--- src/rtl/cpu_pkg.sv ---
// Shared CPU definitions: instruction format, opcodes reused by the control unit,
// the pipeline bubble encoding and the fetch FSM states.
package cpu_pkg;

  localparam int unsigned INSTR_WIDTH  = 9;
  localparam int unsigned OPCODE_WIDTH = 5;
  localparam int unsigned ARG_WIDTH    = INSTR_WIDTH - OPCODE_WIDTH;

  localparam logic [OPCODE_WIDTH-1:0] OP_JUMP = 5'b11000;
  localparam logic [OPCODE_WIDTH-1:0] OP_HALT = 5'b11010;
  localparam logic [OPCODE_WIDTH-1:0] OP_RSVD = 5'b11011;

  // Reserved opcode decodes as a no-op, so it is safe to push down the pipe.
  localparam logic [INSTR_WIDTH-1:0] BUBBLE_INSTR = {OP_RSVD, 4'b0000};

  typedef enum logic [1:0] {
    StIdle,
    StRun,
    StHalted
  } fetch_state_e;

  function automatic logic [OPCODE_WIDTH-1:0] opcode_of(logic [INSTR_WIDTH-1:0] instr);
    return instr[INSTR_WIDTH-1:ARG_WIDTH];
  endfunction

endpackage

--- src/rtl/instruction_fetch_if.sv ---
// Instruction-memory read port: fetch drives address/enable, memory returns data
// one cycle after an enabled read.
interface instruction_fetch_if #(
  parameter int unsigned PC_WIDTH    = 10,
  parameter int unsigned INSTR_WIDTH = 9
);

  logic                   imem_rd_en;
  logic [PC_WIDTH-1:0]    imem_addr;
  logic [INSTR_WIDTH-1:0] imem_data;

  modport master (
    output imem_rd_en,
    output imem_addr,
    input  imem_data
  );

  modport slave (
    input  imem_rd_en,
    input  imem_addr,
    output imem_data
  );

endinterface

--- src/rtl/if_id_reg.sv ---
// IF/ID pipeline register. Flush inserts a bubble, hold freezes contents, otherwise
// it captures the fetched word when one is available and a bubble when not.
module if_id_reg #(
  parameter int unsigned PC_WIDTH    = 10,
  parameter int unsigned INSTR_WIDTH = 9
) (
  input  logic                   clk,
  input  logic                   rst_n,
  input  logic                   flush,
  input  logic                   hold,
  input  logic                   load,
  input  logic [INSTR_WIDTH-1:0] instr_in,
  input  logic [PC_WIDTH-1:0]    pc_in,
  output logic [INSTR_WIDTH-1:0] instr,
  output logic                   valid,
  output logic [PC_WIDTH-1:0]    pc
);
  import cpu_pkg::*;

  localparam logic [INSTR_WIDTH-1:0] Bubble = INSTR_WIDTH'(BUBBLE_INSTR);

  always_ff @(posedge clk) begin
    if (!rst_n) begin
      instr <= Bubble;
      valid <= 1'b0;
      pc    <= '0;
    end else if (flush) begin
      instr <= Bubble;
      valid <= 1'b0;
    end else if (!hold) begin
      if (load) begin
        instr <= instr_in;
        pc    <= pc_in;
        valid <= 1'b1;
      end else begin
        instr <= Bubble;
        valid <= 1'b0;
      end
    end
  end

endmodule

--- src/rtl/instruction_fetch.sv ---
// Front pipeline stage: PC and start/halt FSM, synchronous instruction-memory reads,
// redirect with single-bubble flush, stall by re-reading the in-flight address.
module instruction_fetch #(
  parameter int unsigned          PC_WIDTH    = 10,
  parameter int unsigned          INSTR_WIDTH = 9,
  parameter logic [PC_WIDTH-1:0]  RESET_PC    = '0,
  parameter int unsigned          COUNT_WIDTH = 16
) (
  input  logic                    clk,
  input  logic                    rst_n,
  input  logic                    start,
  input  logic                    stall,
  input  logic                    branch_taken,
  input  logic [PC_WIDTH-1:0]     branch_target,
  input  logic                    halt,
  instruction_fetch_if.master     imem,
  output logic [INSTR_WIDTH-1:0]  instr_out,
  output logic                    instr_valid,
  output logic [PC_WIDTH-1:0]     pc_out,
  output logic                    halted,
  output logic [COUNT_WIDTH-1:0]  instr_count
);
  import cpu_pkg::*;

  fetch_state_e           state_q;
  logic [PC_WIDTH-1:0]    fetch_pc_q;
  logic [PC_WIDTH-1:0]    pend_pc_q;
  logic                   pend_q;
  logic                   halted_q;
  logic [COUNT_WIDTH-1:0] count_q;

  logic running, do_halt, do_redirect, do_stall, do_advance;

  // Priority inside RUN: halt > redirect > stall > normal advance.
  assign running     = (state_q == StRun);
  assign do_halt     = running && halt;
  assign do_redirect = running && !halt && branch_taken;
  assign do_stall    = running && !halt && !branch_taken && stall;
  assign do_advance  = running && !halt && !branch_taken && !stall;

  always_comb begin
    imem.imem_rd_en = running && !halt;
    imem.imem_addr  = fetch_pc_q;
    if (do_redirect) begin
      imem.imem_addr = branch_target;
    end else if (do_stall) begin
      imem.imem_addr = pend_pc_q;
    end
  end

  always_ff @(posedge clk) begin
    if (!rst_n) begin
      state_q    <= StIdle;
      fetch_pc_q <= RESET_PC;
      pend_pc_q  <= '0;
      pend_q     <= 1'b0;
      halted_q   <= 1'b0;
      count_q    <= '0;
    end else begin
      unique case (state_q)
        StIdle, StHalted: begin
          if (start) begin
            state_q    <= StRun;
            fetch_pc_q <= RESET_PC;
            pend_q     <= 1'b0;
            halted_q   <= 1'b0;
            count_q    <= '0;
          end
        end
        StRun: begin
          if (halt) begin
            state_q  <= StHalted;
            pend_q   <= 1'b0;
            halted_q <= 1'b1;
          end else if (branch_taken) begin
            fetch_pc_q <= branch_target + 1'b1;
            pend_pc_q  <= branch_target;
            pend_q     <= 1'b1;
          end else if (!stall) begin
            fetch_pc_q <= fetch_pc_q + 1'b1;
            pend_pc_q  <= fetch_pc_q;
            pend_q     <= 1'b1;
            if (pend_q && (count_q != '1)) begin
              count_q <= count_q + 1'b1;
            end
          end
        end
        default: state_q <= StIdle;
      endcase
    end
  end

  if_id_reg #(
    .PC_WIDTH    (PC_WIDTH),
    .INSTR_WIDTH (INSTR_WIDTH)
  ) u_if_id_reg (
    .clk      (clk),
    .rst_n    (rst_n),
    .flush    (do_halt || do_redirect),
    .hold     (!do_advance),
    .load     (pend_q),
    .instr_in (imem.imem_data),
    .pc_in    (pend_pc_q),
    .instr    (instr_out),
    .valid    (instr_valid),
    .pc       (pc_out)
  );

  assign halted      = halted_q;
  assign instr_count = count_q;

endmodule

--- src/flat_wrapper.sv ---
// flat-port wrapper written by rule: the top's interface ports become plain ports
module instruction_fetch_flat import cpu_pkg::*;
#(
  parameter int unsigned          PC_WIDTH    = 10,
  parameter int unsigned          INSTR_WIDTH = 9,
  parameter logic [PC_WIDTH-1:0]  RESET_PC    = '0,
  parameter int unsigned          COUNT_WIDTH = 16
)
  (clk, rst_n, start, stall, branch_taken, branch_target, halt, instr_out, instr_valid, pc_out, halted, instr_count, imem_imem_rd_en, imem_imem_addr, imem_imem_data);
  instruction_fetch_if #(.PC_WIDTH(PC_WIDTH), .INSTR_WIDTH(INSTR_WIDTH)) imem_i ();
  input  logic clk;
  input  logic rst_n;
  input  logic start;
  input  logic stall;
  input  logic branch_taken;
  input  logic [PC_WIDTH-1:0] branch_target;
  input  logic halt;
  output logic [INSTR_WIDTH-1:0] instr_out;
  output logic instr_valid;
  output logic [PC_WIDTH-1:0] pc_out;
  output logic halted;
  output logic [COUNT_WIDTH-1:0] instr_count;
  output wire logic [$bits(imem_i.imem_rd_en)-1:0] imem_imem_rd_en;
  output wire logic [$bits(imem_i.imem_addr)-1:0] imem_imem_addr;
  input wire logic [$bits(imem_i.imem_data)-1:0] imem_imem_data;
  assign imem_imem_rd_en = imem_i.imem_rd_en;
  assign imem_imem_addr = imem_i.imem_addr;
  assign imem_i.imem_data = imem_imem_data;
  instruction_fetch #(.PC_WIDTH(PC_WIDTH), .INSTR_WIDTH(INSTR_WIDTH), .RESET_PC(RESET_PC), .COUNT_WIDTH(COUNT_WIDTH)) u_core (.clk(clk), .rst_n(rst_n), .start(start), .stall(stall), .branch_taken(branch_taken), .branch_target(branch_target), .halt(halt), .imem(imem_i), .instr_out(instr_out), .instr_valid(instr_valid), .pc_out(pc_out), .halted(halted), .instr_count(instr_count));
endmodule
--- config.mk ---
export PLATFORM = sky130hd
export DESIGN_NAME = instruction_fetch_flat
export DESIGN_NICKNAME = d
export VERILOG_FILES = /design/src/rtl/cpu_pkg.sv /design/src/rtl/instruction_fetch_if.sv /design/src/rtl/if_id_reg.sv /design/src/rtl/instruction_fetch.sv /design/src/flat_wrapper.sv
export SDC_FILE = /design/constraint.sdc
export NUM_CORES = 1
export LEC_CHECK = 0
export ABC_AREA = 0
export CORE_MARGIN = 1.5
export CORE_UTILIZATION = 40
export DETAILED_ROUTE_END_ITERATION = 12
export DONT_BUFFER_PORTS = 1
export PLACE_DENSITY = 0.54
export SYNTH_ARGS = -nofsm -noshare
export SYNTH_HDL_FRONTEND = slang
export SYNTH_SLANG_ARGS = --single-unit
--- constraint.sdc ---
create_clock -name clk -period 2.24 [get_ports clk]
set_input_delay 0.448 -clock clk [delete_from_list [all_inputs] [get_ports clk]]
set_output_delay 0.448 -clock clk [all_outputs]
set_load 0.02 [all_outputs]
### After elaboration in Yosys (flattened, before gate mapping)

Index checks and enable logic that the tools add are counted.
W data, S select, Z words.

| storage, ports and cells | value |
|---|---|
| bits of input ports | 25 |
| register bits after elaboration | 60 |

| cells by class | value |
|---|---|
| eq/ne operators | 12 |
| bitwise operators | 3 |
| reduce and logical (&&, ||, !) cells | 22 |
| add/subtract/negate cells | 3 |
| multiplexer cells | 27 |

Operator list:

| kind | number |
|---|---|
| $mux W10 | 8 |
| $mux W16 | 5 |
| $pmux W16 S2 | 1 |
| $add A10 B1 Y10 const B | 2 |
| $pmux W10 S2 | 1 |
| $add A16 B1 Y16 const B | 1 |
| $ne A16 B16 Y1 const B | 1 |
| $ne A2 B2 Y1 const B | 6 |
| $reduce_and A3 Y1 | 4 |
| $mux W9 | 1 |
| $logic_and A1 B1 Y1 | 7 |
| $mux W1 | 6 |
| $reduce_and A6 Y1 | 1 |
| $mux W2 | 2 |
| $ne A4 B4 Y1 const B | 1 |
| $pmux W1 S2 | 2 |
| $pmux W2 S2 | 1 |
| $reduce_and A4 Y1 | 1 |
| $reduce_or A2 Y1 | 2 |
| $logic_not A1 Y1 | 3 |
| $ne A3 B3 Y1 const B | 1 |
| $not A1 Y1 | 3 |
| $eq A2 B1 Y1 const B | 1 |
| $eq A2 B2 Y1 const B | 1 |
| 5 further kinds | 5 |

### Logic depth before layout (Yosys ltp)

| logic depth | value |
|---|---|
| depth in word-level cells | 7 |
| mapped depth | 9 |
| gate-level depth less buffers | 7 |

### Cells and area by module

A second synthesis with hierarchy kept.

| second synthesis, totals | value |
|---|---|
| cell total of the unflattened synthesis | 391 |
| area total of the unflattened synthesis | 3163.0 µm² |

By module, submodules not included:

| module | area an instance (µm²) | sequential area each (µm²) | instances | cells an instance |
|---|---|---|---|---|
| instruction_fetch | 2343.5 | 800.8 | 1 | 303 |
| if_id_reg | 819.5 | 400.4 | 1 | 88 |

### Worst setup path before layout

OpenSTA, ideal clock, no wires.

| timing | value |
|---|---|
| kind | input -> output |
| start | input halt |
| end | output imem_imem_addr[0] |
| path slack | -0.317 ns |
| cell stages on the path | 5 |
| arrival time | 2.109 ns |
| path through | clkbuf_1 -> nor2_1 -> nand2_1 -> mux2i_1 -> a21oi_1 |

| between the ends | value |
|---|---|
| longest elaborated chain between the ends | 6 |
| elaborated cells on any way between the ends | 7 |
| those cells by class | mux: 2; reduce/logical: 5 |

RTL lines:

| what | line | source |
|---|---|---|
| from (decl) | flat_wrapper.sv:17 | `input logic halt;` |
| $logic_not A1 Y1 (*) | - |  |
| $logic_and A1 B1 Y1 (*) | - |  |
| net imem_imem_rd_en | flat_wrapper.sv:23 | `output wire logic [$bits(imem_i.imem_rd_en)-1:0] imem_imem_rd_en;` |
| $logic_and A1 B1 Y1 (2 in series) | instruction_fetch.sv:38 | `assign do_stall = running && !halt && !branch_taken && stall;` |
| $mux W10 | instruction_fetch.sv:46 | `end else if (do_stall) begin` |
| $mux W10 (*) | instruction_fetch.sv:44 | `if (do_redirect) begin` |
| to (decl) | flat_wrapper.sv:24 | `output wire logic [$bits(imem_i.imem_addr)-1:0] imem_imem_addr;` |

The timed path passes the listed nets; every way through them passes the cells marked *.

### Worst setup path after layout

| timing | value |
|---|---|
| start | register u_core.state_q[1] |
| end | output imem_imem_addr[0] |

| between the ends | value |
|---|---|
| longest elaborated chain between the ends | 6 |
| elaborated cells on any way between the ends | 7 |
| those cells by class | eq/ne: 1; mux: 2; reduce/logical: 4 |

RTL lines:

| what | line | source |
|---|---|---|
| from (decl) | instruction_fetch.sv:25 | `fetch_state_e state_q;` |
| from (signal assigned) | instruction_fetch.sv:53 | `state_q <= StIdle;` |
| from (signal assigned) | instruction_fetch.sv:63 | `state_q <= StRun;` |
| from (signal assigned) | instruction_fetch.sv:72 | `state_q <= StHalted;` |
| $eq A2 B1 Y1 (*) | instruction_fetch.sv:35 | `assign running = (state_q == StRun);` |
| $logic_and A1 B1 Y1 (*) | instruction_fetch.sv:37, instruction_fetch.sv:38 |  |
| $logic_and A1 B1 Y1 (2 in series) | instruction_fetch.sv:38 |  |
| $mux W10 | instruction_fetch.sv:46 |  |
| $mux W10 (*) | instruction_fetch.sv:44 |  |

Every way passes the cells marked *; elsewhere a longest branch is shown, timed or not.

==> metrics.md <==
| Metric | Value |
|---|---|
| Status | `complete, no violations` |
| Vias in the first global route | `a little over 3000` |
| Synth Register Bits | `60` |
| Yosys top cell area share | `a little under two fifths` |
| DP Area | `3510 um2` |
| Fin. Hold Viols | `0` |
| Power density over the cells | `660 nW/um2` |
| Layout cells sized above 1 | `17.2%` |
| CTS tree | `built` |
| Max cap viols | `0` |
| Worst flop-to-flop path endpoint | `u_core.instr_count[7]` |
| WL final | `around 9000 um` |
| Final Setup Violations | `0` |
| Required @ worst endpoint | `around 1.8 ns` |
| Routed Antenna Nets | `0` |
| Gp weighted congestion | `0.831` |
| Post-synth EDFFs | `0` |
| Clk_lat worst skew | `0.35 ns` |
| Hold Path Stages | `1` |
| Reg2reg start | `u_core.instr_count[0]` |
| Commonest register cell after synthesis | `dfxtp_1` |
| Worst r2r path cells | `7` |
| Cell count after synthesis | `410` |
| Detailed-route wire length per cell | `16.4 um` |
| Worst path buffer plus inverter count | `1` |
| Num CTS Buffers | `9` |
| N_diodes | `0` |
| Fin area | `~3800 um2` |
| Overall Global Routing Usage | `22.2%` |
| DRT Pass-1 Iters | `4` |
| Hold_sp | `rst_n` |
| CP Cell Sequence | `nand2b_4, nor2_4, nand2_4, mux2i_1, a21oi_1, buf_4` |
| Synthesized area | `roughly 3200 um2` |
| Post-synthesis sequential area ratio | `38.0%` |
| Crit path max fanout | `5` |
| Least-Margin Pin Slew | `0.674 ns` |
| Ys Warns | `0` |
| Hold slack final | `0.218 ns` |
| Headroom to the max-slew limit | `55.0%` |
| Std cell rows | `32` |
| Avg Inst Size Synth | `7.70 um2` |
| Slowest-stage cell, CP | `dfxtp_2` |
| Initial core utilization | `roughly two fifths` |
| CTS root buffer | `clkbuf_8` |
| Clock Sinks | `60` |
| Slew Limit Fails | `0` |
| DRT iter0 DRCs | `about 170` |
| Worst VDD drop | `about 0.34 mV` |
| FILL cells | `790` |
| Reg-to-reg slack, setup | `around 0.25 ns` |
| Total grt overflow | `0` |
| Synth async-reset ratio | `0%` |
| Die footprint | `8430 um2` |
| Clk buf depth | `2` |
| Cts hold-fix bufs | `0` |
| Die height | `between 90 and 100 um` |
| Cell taking the most area after synthesis | `dfxtp_1` |
| Critical path's top delay family | `simple AND/OR/NAND/NOR gates` |
| Fmax achieved | `0.462 GHz` |
| Crit path depth | `6` |
| Remaining DRCs | `0` |
| Reg clk slew, reported paths | `0.07 ns` |
| Setup CP Type | `reg -> out` |
| Yosys cell types | `47` |
| DPL Wire Length | `6380 um` |
| Total power | `2510 uW` |
| Static leakage | `0.00143 uW` |
| Min-Delay Endpoint | `u_core.instr_count[12]` |
| Clock period minus worst slack | `between 2 and 2.5 ns` |
| CP arrival | `1.72 ns` |
| Post-Syn Nets | `437` |
| Final core utilization | `slightly below 50%` |
| Startpoint types | `flip-flop` |
| Final period utilization | `96.6%` |
| Antenna violations before repair | `0` |
| CP max stage delay | `between 0.3 and 0.4 ns` |
| Crit. End Element | `output pin` |
| Final Net Count | `~470` |
| First-pass GRT wire length | `14800 um` |
| Core area | `between 7000 and 8000 um2` |
| RSZ-0062 raised after global routing | `true` |
| # port buffers | `0` |
| Top cells by area, synth | `dfxtp_1 38%, nand2_1 7.1%, mux2i_1 6.0%, a21oi_1 5.7%, nor2_1 5.2%` |
| CTS H-tree depth | `3` |
| Largest net degree at the start of global routing | `49` |
| IO Pins | `73` |
| HP Class | `in -> reg` |
| P&R area growth vs syn | `20.6%` |
| Post-DR vias/cell | `5.71` |
| DR vias | `3112` |
| Synth cell count leaders | `60 x dfxtp_1, 60 x nand2_1, 44 x nor2_1` |
| Final Skew | `slightly above 0.009 ns` |
| Die X | `between 90 and 100 um` |
==> worst register-to-register path, cell delays in order, from the launching register on <==
cell and delay, ns:
dfxtp_1 0.34, ha_1 0.21, nand4_1 0.18, or4_1 0.50
o211ai_1 0.17, buf_4 0.22, nor4_1 0.07, o211a_1 0.19
==> report_power, final <==
group	total, uW	internal (uW)	leakage, uW	switching [uW]
Sequential	1100	1080	0.000486	16.5
Clock	1210	741	0.000120	464
Combinational	208	83.9	0.000821	124
Total	2510	1910	0.00143	604
==> per-stage QoR <==
step / setup TNS, ns / setup WS [ns] / std cells
after floorplan: -0.0173 / -0.00192 / 410
final: 0 / 0.0767 / 545
after CTS: 0 / 0.0361 / 543
after global placement: 0 / 0.207 / 527
after global routing: -0.0312 / -0.0163 / 545
after detailed placement: 0 / 0.183 / 527
==> flip-flops by register name (all words and copies together), names as in the netlist <==
register / cells
u_core.fetch_pc_q: 10
u_core.state_q: 2
u_core.pend_q: 1
u_core.u_if_id_reg.instr: 9
u_core.u_if_id_reg.pc: 10
u_core.halted: 1
u_core.u_if_id_reg.valid: 1
u_core.instr_count: 16
u_core.pend_pc_q: 10
==> routing by layer <==
layer  part of all wire (%)  vias to the layer above  track usage, %
met5                      0                        -               0
met4                    1.8                        0            8.97
met3                    6.2                       16            5.89
met2                     47                       93            35.5
met1                     45                     1461            28.4
li1                       -                     1542               -
==> cells by family (layout without fill, tap and decap cells) <==
logic type,count (synthesis),after routing,synth area share [%]
AOI/OAI and AO/OA,111,111,22.0
xor gates and xnor gates,6,6,1.66
adders and majority gates,2,2,0.793
buffers and inverters,30,62,3.77
DFF,60,60,38.0
muxes,21,21,6.74
and+or+nand+nor,180,181,27.0
==> timing repair <==
| item | 4_1_cts | 5_1_grt |
|---|---|---|
| endpoints found under the setup margin | 10 | 10 |
| pin swaps | 0 | 7 |
| setup buffers | 0 | 1 |
| resized for setup | 2 | 6 |
| cloned | 0 | 1 |
==> layout make-up <==
class | instances | area, um2 | share of cell area, %
sequential | 60 | 1200 | 31.6
inverter | 5 | 18.8 | 0.493
tap | 102 | 128 | 3.35
multi-input combinational | 321 | 1910 | 50.1
timing repair buffer | 41 | 308 | 8.09
clock buffer | 10 | 128 | 3.35
clock inverter | 6 | 113 | 2.96
==> worst max path at each step <==
| stage | startpoint | endpoint | slack, ns |
|---|---|---|---|
| 3_3_place_gp | branch_taken | u_core.instr_count[14] | 0.21 |
| 6_report | u_core.state_q[1] | imem_imem_addr[0] | 0.08 |
| 2_1_floorplan | branch_taken | imem_imem_addr[0] | -0.002 |
| 4_1_cts | u_core.state_q[0] | imem_imem_addr[3] | 0.04 |
| 5_1_grt | u_core.state_q[1] | imem_imem_addr[0] | -0.02 |
| 3_5_place_dp | branch_taken | u_core.fetch_pc_q[8] | 0.18 |
==> layout by cell type, fill, tap and decap left out, types with 6 or more instances in the layout <==
master	n
nand2_1	58
dfxtp_1	58
nor2_1	43
buf_4	41
a21oi_1	35
o21ai_0	23
mux2i_1	19
nand3_1	19
a211oi_1	11
a22oi_1	10
o211ai_1	10
nor3_1	10
clkbuf_8	9
nand4_1	6
or3_1	6
Power figures use the tool's default switching activity.
